File: config.mk
export PLATFORM = sky130hd
export DESIGN_NAME = fifo
export DESIGN_NICKNAME = d
export VERILOG_FILES = /design/src/rtl/fifo_pkg.sv /design/src/rtl/fifo_mem.sv /design/src/rtl/fifo.sv
export SDC_FILE = /design/constraint.sdc
export NUM_CORES = 2
export LEC_CHECK = 0
export CAP_MARGIN = 20
export CORE_ASPECT_RATIO = 0.5
export CORE_MARGIN = 3
export CORE_UTILIZATION = 60
export DETAILED_ROUTE_END_ITERATION = 10
export PLACE_DENSITY = 0.76
export SYNTH_ARGS = -nofsm -noshare
export SYNTH_HDL_FRONTEND = slang
export SYNTH_SLANG_ARGS = --single-unit
File: constraint.sdc
create_clock -name clk -period 5.25 [get_ports clk]
set_input_delay 1.05 -clock clk [delete_from_list [all_inputs] [get_ports clk]]
set_output_delay 1.05 -clock clk [all_outputs]
set_load 0.02 [all_outputs]
File: src/rtl/fifo_pkg.sv
// Shared defaults and the per-cycle operation type used by the FIFO.
package fifo_pkg;

    localparam int DEFAULT_DATA_WIDTH = 8;
    localparam int DEFAULT_ADDR_WIDTH = 8;

    // What actually happens to the FIFO contents in one cycle, after gating by flags.
    typedef enum logic [1:0] {
        OP_NONE  = 2'b00,
        OP_WRITE = 2'b01,
        OP_READ  = 2'b10,
        OP_BOTH  = 2'b11
    } fifo_op_e;

    function automatic fifo_op_e decode_op(input logic wr_acc, input logic rd_acc);
        return fifo_op_e'({rd_acc, wr_acc});
    endfunction

endpackage

File: src/rtl/fifo_mem.sv
// DEPTH x DATA_WIDTH storage with one synchronous write port and one registered read port.
module fifo_mem
    import fifo_pkg::*;
#(
    parameter int DATA_WIDTH = DEFAULT_DATA_WIDTH,
    parameter int ADDR_WIDTH = DEFAULT_ADDR_WIDTH
) (
    input  logic                  clk,
    input  logic                  rst,
    input  logic                  wr_en,
    input  logic [ADDR_WIDTH-1:0] wr_addr,
    input  logic [DATA_WIDTH-1:0] wr_data,
    input  logic                  rd_en,
    input  logic [ADDR_WIDTH-1:0] rd_addr,
    output logic [DATA_WIDTH-1:0] rd_data
);

    localparam int DEPTH = 1 << ADDR_WIDTH;

    logic [DATA_WIDTH-1:0] mem_q [DEPTH];
    logic [DATA_WIDTH-1:0] rd_data_d;
    logic [DATA_WIDTH-1:0] rd_data_q;

    // Storage array: written on accepted writes only; contents survive reset.
    always_ff @(posedge clk) begin
        if (wr_en) begin
            mem_q[wr_addr] <= wr_data;
        end
    end

    // Read register holds its value unless a read is accepted.
    always_comb begin
        rd_data_d = rd_data_q;
        if (rd_en) begin
            rd_data_d = mem_q[rd_addr];
        end
    end

    // Read register update; cleared by reset.
    always_ff @(posedge clk) begin
        if (rst) begin
            rd_data_q <= '0;
        end else begin
            rd_data_q <= rd_data_d;
        end
    end

    assign rd_data = rd_data_q;

endmodule

File: src/rtl/fifo.sv
// Single-clock FIFO: pointer, occupancy and flag logic around fifo_mem.
//
// Handshake: a write is accepted on a clk edge when wr_en=1 and full=0; a read is
// accepted when rd_en=1 and empty=0. Non-accepted requests are dropped without
// side effects. Read data appears on data_out one cycle after acceptance.
module fifo
    import fifo_pkg::*;
#(
    parameter int DATA_WIDTH = DEFAULT_DATA_WIDTH,
    parameter int ADDR_WIDTH = DEFAULT_ADDR_WIDTH
) (
    input  logic                  clk,
    input  logic                  rst,
    input  logic [DATA_WIDTH-1:0] data_in,
    input  logic                  wr_en,
    input  logic                  rd_en,
    output logic [DATA_WIDTH-1:0] data_out,
    output logic                  empty,
    output logic                  full,
    output logic [ADDR_WIDTH:0]   cnt
);

    localparam int DEPTH = 1 << ADDR_WIDTH;
    localparam logic [ADDR_WIDTH:0] DEPTH_CNT = (ADDR_WIDTH + 1)'(DEPTH);

    logic [ADDR_WIDTH-1:0] wr_ptr_d, wr_ptr_q;
    logic [ADDR_WIDTH-1:0] rd_ptr_d, rd_ptr_q;
    logic [ADDR_WIDTH:0]   cnt_d, cnt_q;
    logic                  wr_acc;
    logic                  rd_acc;
    fifo_op_e              op;

    assign empty  = (cnt_q == '0);
    assign full   = (cnt_q == DEPTH_CNT);
    assign wr_acc = wr_en & ~full;
    assign rd_acc = rd_en & ~empty;
    assign op     = decode_op(wr_acc, rd_acc);

    // Next-state pointers and occupancy; pointers wrap naturally at DEPTH.
    always_comb begin
        wr_ptr_d = wr_ptr_q;
        rd_ptr_d = rd_ptr_q;
        cnt_d    = cnt_q;
        if (wr_acc) begin
            wr_ptr_d = wr_ptr_q + 1'b1;
        end
        if (rd_acc) begin
            rd_ptr_d = rd_ptr_q + 1'b1;
        end
        case (op)
            OP_WRITE: cnt_d = cnt_q + 1'b1;
            OP_READ:  cnt_d = cnt_q - 1'b1;
            default:  cnt_d = cnt_q;
        endcase
    end

    // Pointer and occupancy registers with synchronous reset.
    always_ff @(posedge clk) begin
        if (rst) begin
            wr_ptr_q <= '0;
            rd_ptr_q <= '0;
            cnt_q    <= '0;
        end else begin
            wr_ptr_q <= wr_ptr_d;
            rd_ptr_q <= rd_ptr_d;
            cnt_q    <= cnt_d;
        end
    end

    assign cnt = cnt_q;

    fifo_mem #(
        .DATA_WIDTH(DATA_WIDTH),
        .ADDR_WIDTH(ADDR_WIDTH)
    ) u_mem (
        .clk    (clk),
        .rst    (rst),
        .wr_en  (wr_acc),
        .wr_addr(wr_ptr_q),
        .wr_data(data_in),
        .rd_en  (rd_acc),
        .rd_addr(rd_ptr_q),
        .rd_data(data_out)
    );

endmodule

==> report_table.html <==
<table>
<tr><th>Metric</th><th>Value</th></tr>
<tr><th colspan="2">Yosys</th></tr>
<tr><td>Mapped Nets</td><td>4045</td></tr>
<tr><td>Flip-flop and latch count after synthesis</td><td>2081</td></tr>
<tr><td>Share of synthesized registers carrying an async set or reset</td><td>0%</td></tr>
<tr><td>EDFF count, synth</td><td>2048</td></tr>
<tr><td>Syn Area/Cell</td><td>20.23 µm²</td></tr>
<tr><td>Synth Cell Area</td><td>0.08132 mm²</td></tr>
<tr><td>Number of synthesis warnings</td><td>0</td></tr>
<tr><td>Distinct cell type count of the synthesized netlist</td><td>77</td></tr>
<tr><td>Most used flip-flop cell after synthesis</td><td>sky130_fd_sc_hd__edfxtp_1</td></tr>
<tr><td>Synthesized instance count</td><td>4019</td></tr>
<tr><td>Fraction of the yosys area taken by sequential cells</td><td>76.44%</td></tr>
<tr><th colspan="2">Critical path</th></tr>
<tr><td>Depth of the worst register-to-register path</td><td>12</td></tr>
<tr><td>Largest fanout on the critical path</td><td>18</td></tr>
<tr><td>Critical path's most frequent cell</td><td>sky130_fd_sc_hd__ha_1</td></tr>
<tr><td>Req. time, crit path</td><td>5940 ps</td></tr>
<tr><td>Internal reg-to-reg setup slack</td><td>730 ps</td></tr>
<tr><td>Cell with the biggest individual delay on the critical path</td><td>sky130_fd_sc_hd__o31ai_4</td></tr>
<tr><td>Cell breakdown of the critical path</td><td>or4_1 -&gt; o31ai_4 -&gt; inv_4 -&gt; ha_1 -&gt; ha_1 -&gt; nor2b_1 -&gt; o21ai_0 -&gt; a21boi_0 -&gt; o21a_1 -&gt; o41ai_1 -&gt; mux2i_1 -&gt; mux2_2</td></tr>
<tr><td>Launch instance of the worst register-to-register path</td><td>cnt[4]</td></tr>
<tr><td>CP endpoint kind</td><td>register</td></tr>
<tr><td>Arr. time, crit path</td><td>5210 ps</td></tr>
<tr><td>Destination of the worst register-to-register timing path</td><td>cnt[8]</td></tr>
<tr><td>Worst setup path category</td><td>register to register</td></tr>
<tr><td>Startpoint of the most critical setup path</td><td>cnt[4]</td></tr>
<tr><td>Highest cell delay on the worst timing path</td><td>650 ps</td></tr>
<tr><td>Setup crit start kind</td><td>register</td></tr>
<tr><th colspan="2">Global route</th></tr>
<tr><td>Total routing resource utilization after global routing</td><td>31.43%</td></tr>
<tr><td>Vias in the first global route</td><td>42243</td></tr>
<tr><td>Overflow left after global routing</td><td>0</td></tr>
<tr><td>Number of antenna violations at the first check in global routing</td><td>6</td></tr>
<tr><td>First-pass GRT wire length</td><td>311500 µm</td></tr>
<tr><td>Maximum number of pins on one net before global-route repair</td><td>158</td></tr>
<tr><th colspan="2">Detailed routing</th></tr>
<tr><td>Overall routed net length</td><td>216800 µm</td></tr>
<tr><td>Drt first pass iters</td><td>8</td></tr>
<tr><td>Routed wire per std cell</td><td>35.86 µm</td></tr>
<tr><td>DRC Markers</td><td>0</td></tr>
<tr><td>Via/cell ratio</td><td>7.141</td></tr>
<tr><td>Iter 0 DRT Violations</td><td>7507</td></tr>
<tr><td>Antenna viol nets, final</td><td>0</td></tr>
<tr><td>Via count</td><td>43162</td></tr>
<tr><th colspan="2">Power</th></tr>
<tr><td>Power density relative to cell area</td><td>417.1 mW/mm²</td></tr>
<tr><td>Share of total power in combinational logic</td><td>16.1%</td></tr>
<tr><td>Leakage power of the design</td><td>27.06 nW</td></tr>
<tr><td>Cell-internal power</td><td>0.02786 W</td></tr>
<tr><td>Largest vdd supply drop</td><td>0.0002972 V</td></tr>
<tr><td>Total power</td><td>0.03729 W</td></tr>
<tr><td>Clk network pwr share</td><td>34.2%</td></tr>
<tr><td>Share of total power in sequential cells</td><td>49.7%</td></tr>
<tr><td>Sw Pwr</td><td>0.009434 W</td></tr>
<tr><td>Share of total power consumed by net switching</td><td>25.30%</td></tr>
<tr><th colspan="2">Hold path</th></tr>
<tr><td>Type of the worst min-delay path</td><td>register to register</td></tr>
<tr><td>Sink of the worst hold path</td><td>cnt[5]</td></tr>
<tr><td>Worst hold path depth</td><td>2</td></tr>
<tr><td>Hold Crit Start</td><td>cnt[5]</td></tr>
<tr><th colspan="2">CTS</th></tr>
<tr><td>Clock tree from TritonCTS</td><td>done</td></tr>
<tr><td>Clk root buf</td><td>sky130_fd_sc_hd__clkbuf_16</td></tr>
<tr><td>Clock Path Buffers</td><td>3</td></tr>
<tr><td>Number of sinks on the clock net</td><td>2081</td></tr>
<tr><td>Post-CTS repair timing setup buffer count</td><td>0</td></tr>
<tr><td>Clock latency on the worst-skew pair</td><td>830 ps</td></tr>
<tr><td>Num CTS Buffers</td><td>170</td></tr>
<tr><td>Hold_buf cts</td><td>0</td></tr>
<tr><td>Worst-path clk slew</td><td>70 ps</td></tr>
<tr><td>Max H-tree Level</td><td>4</td></tr>
<tr><td>CTS resizes</td><td>0</td></tr>
<tr><th colspan="2">Timing</th></tr>
<tr><td>Worst slack on hold paths</td><td>503.3 ps</td></tr>
<tr><td>Max-Slew Margin vs Limit</td><td>18.71%</td></tr>
<tr><td>Post-route clock skew</td><td>43.96 ps</td></tr>
<tr><td>Fin crit share</td><td>86.09%</td></tr>
<tr><td>Setup repair after global routing missed its margin</td><td>false</td></tr>
<tr><td>Pins over their slew limit</td><td>0</td></tr>
<tr><td>Total setup violations reported at the end of the flow</td><td>0</td></tr>
<tr><td>Setup slack after layout</td><td>730.3 ps</td></tr>
<tr><td>Endpoints failing hold</td><td>0</td></tr>
<tr><td>Worst-margin pin slew</td><td>1219 ps</td></tr>
<tr><td>Max frequency</td><td>221.3 MHz</td></tr>
<tr><td>Final critical-path required period</td><td>4520 ps</td></tr>
<tr><td>Setup TNS</td><td>0 ps</td></tr>
<tr><th colspan="2">Floorplan</th></tr>
<tr><td>Core footprint</td><td>0.1330 mm²</td></tr>
<tr><td>Die Height</td><td>266.3 µm</td></tr>
<tr><td>Total I/O pin count</td><td>31</td></tr>
<tr><td>Die W</td><td>526.6 µm</td></tr>
<tr><td>Floorplan row count</td><td>94</td></tr>
<tr><td>Full die area</td><td>0.1403 mm²</td></tr>
<tr><td>Initial standard-cell utilization of the core</td><td>61.13%</td></tr>
<tr><th colspan="2">Finish</th></tr>
<tr><td>Number of filler instances in the final layout</td><td>8020</td></tr>
<tr><td>Area used by multi-input combinational logic</td><td>0.01773 mm²</td></tr>
<tr><td>Area growth from synthesis to layout</td><td>9.942%</td></tr>
<tr><td>Storage cell area</td><td>0.06218 mm²</td></tr>
<tr><td>Fraction of the core area covered by cells at the end of the flow</td><td>67.21%</td></tr>
<tr><td>Net count reported at finish</td><td>4154</td></tr>
<tr><td>Layout cells sized above 1</td><td>20.11%</td></tr>
<tr><th colspan="2">Placed design</th></tr>
<tr><td>Post-DP HPWL</td><td>130300 µm</td></tr>
<tr><td>Number of buffers inserted by port buffering</td><td>30</td></tr>
<tr><td>Place WS</td><td>510.3 ps</td></tr>
<tr><td>Routability cong.</td><td>0.9268</td></tr>
<tr><th colspan="2">Outcome</th></tr>
<tr><td>Result of the run</td><td>completed</td></tr>
<tr><th colspan="2">Job</th></tr>
<tr><td>Number of maximum-capacitance violations</td><td>0</td></tr>
</table>
## synth_stat cells (all sizes together) (16+ instances only)
library cell | number | area share, %
a22oi | 56 | 0.52
a211oi | 20 | 0.18
mux2i | 216 | 2.7
o21ai | 56 | 0.34
nor2b | 23 | 0.18
nor2 | 337 | 1.6
clkbuf | 94 | 0.43
buf | 144 | 1.3
inv | 16 | 0.077
a221oi | 38 | 0.41
o221ai | 20 | 0.22
nand3 | 31 | 0.19
dfxtp | 33 | 0.81
nand2 | 148 | 0.68
o22ai | 28 | 0.22
mux4 | 437 | 12
edfxtp | 2048 | 76
a21oi | 82 | 0.50
## flip-flops by register name, indices dropped and copies added, names as in the netlist
register / cells
u_mem.mem_q: 2048
cnt: 9
u_mem.rd_data: 8
wr_ptr_q: 8
rd_ptr_q: 8
## kinds of logic (layout without fill, tap and decap cells)
group / count (synthesis) / count (layout) / share of synthesized area (%)
other: 0 / 7 / 0
XOR/XNOR: 17 / 17 / 0.1831
flip-flops: 2081 / 2081 / 76.44
multiplexers: 664 / 664 / 14.95
AO/OA/AOI/OAI: 391 / 391 / 3.331
AND/OR/NAND/NOR: 597 / 597 / 3.082
buffers and inverters: 255 / 497 / 1.796
adder cells (fa/ha/maj): 14 / 14 / 0.2246
## power groups by stage
stage | sequential (W) | combinational, W | clock, W
2_1_floorplan | 0.0188 | 0.00411 | 0
6_report | 0.0185 | 0.00599 | 0.0128
5_1_grt | 0.0185 | 0.00626 | 0.0134
3_5_place_dp | 0.0189 | 0.00587 | 0
3_3_place_gp | 0.0189 | 0.00578 | 0
4_1_cts | 0.0185 | 0.00592 | 0.0128
## layout by cell type, fill, tap and decap left out, types with 34 or more instances in the layout
| cell | n |
|---|---|
| sky130_fd_sc_hd__clkinv_2 | 34 |
| sky130_fd_sc_hd__edfxtp_1 | 2048 |
| sky130_fd_sc_hd__nor2_1 | 334 |
| sky130_fd_sc_hd__a22oi_1 | 56 |
| sky130_fd_sc_hd__clkbuf_16 | 176 |
| sky130_fd_sc_hd__a21oi_1 | 82 |
| sky130_fd_sc_hd__a221oi_1 | 38 |
| sky130_fd_sc_hd__mux4_2 | 430 |
| sky130_fd_sc_hd__buf_4 | 119 |
| sky130_fd_sc_hd__mux2i_1 | 216 |
| sky130_fd_sc_hd__o21ai_0 | 56 |
| sky130_fd_sc_hd__nand2_1 | 148 |
## stage by stage
step	cells	area, µm²
finish	6044	89410
global route	6037	89390
CTS	6034	89340
detailed placement	5729	83890
global placement	5729	83890
floorplan	4019	81320
## worst max-delay path: cells and delay by family, from the launching register on
kind | cells | cell delay, ps
buffers and inverters | 1 | 250
muxes | 2 | 590
AOI/OAI and AO/OA | 5 | 1530
adders and majority gates | 2 | 880
DFF | 1 | 340
and+or+nand+nor | 2 | 770
## layout make-up
cell class / count / area share [%]
Sequential cell: 2081 / 69.55
Antenna cell: 7 / 0.01959
Multi-Input combinational cell: 1683 / 19.84
Inverter: 17 / 0.07977
Clock inverter: 99 / 1.043
Tap cell: 1776 / 2.485
Timing Repair Buffer: 175 / 1.937
Clock buffer: 206 / 5.052
## metal layers
layer  GRT usage, %  share of wire (%)  vias up
met4          11.64                3.9        4
li1               -                  -    16767
met5              0             0.0092        -
met1          45.06                 36    22274
met3          12.51                 17      533
met2          44.22                 43     3584
## worst max path at each step
stage	end	slack (ps)	depth (start not counted)
after floorplan	cnt[8]	1140	14
after global placement	cnt[8]	480	12
after detailed placement	cnt[8]	510	12
after CTS	cnt[8]	790	12
after global routing	cnt[8]	520	12
final	cnt[8]	730	12
Note: power is estimated with default switching activity, not from simulation.
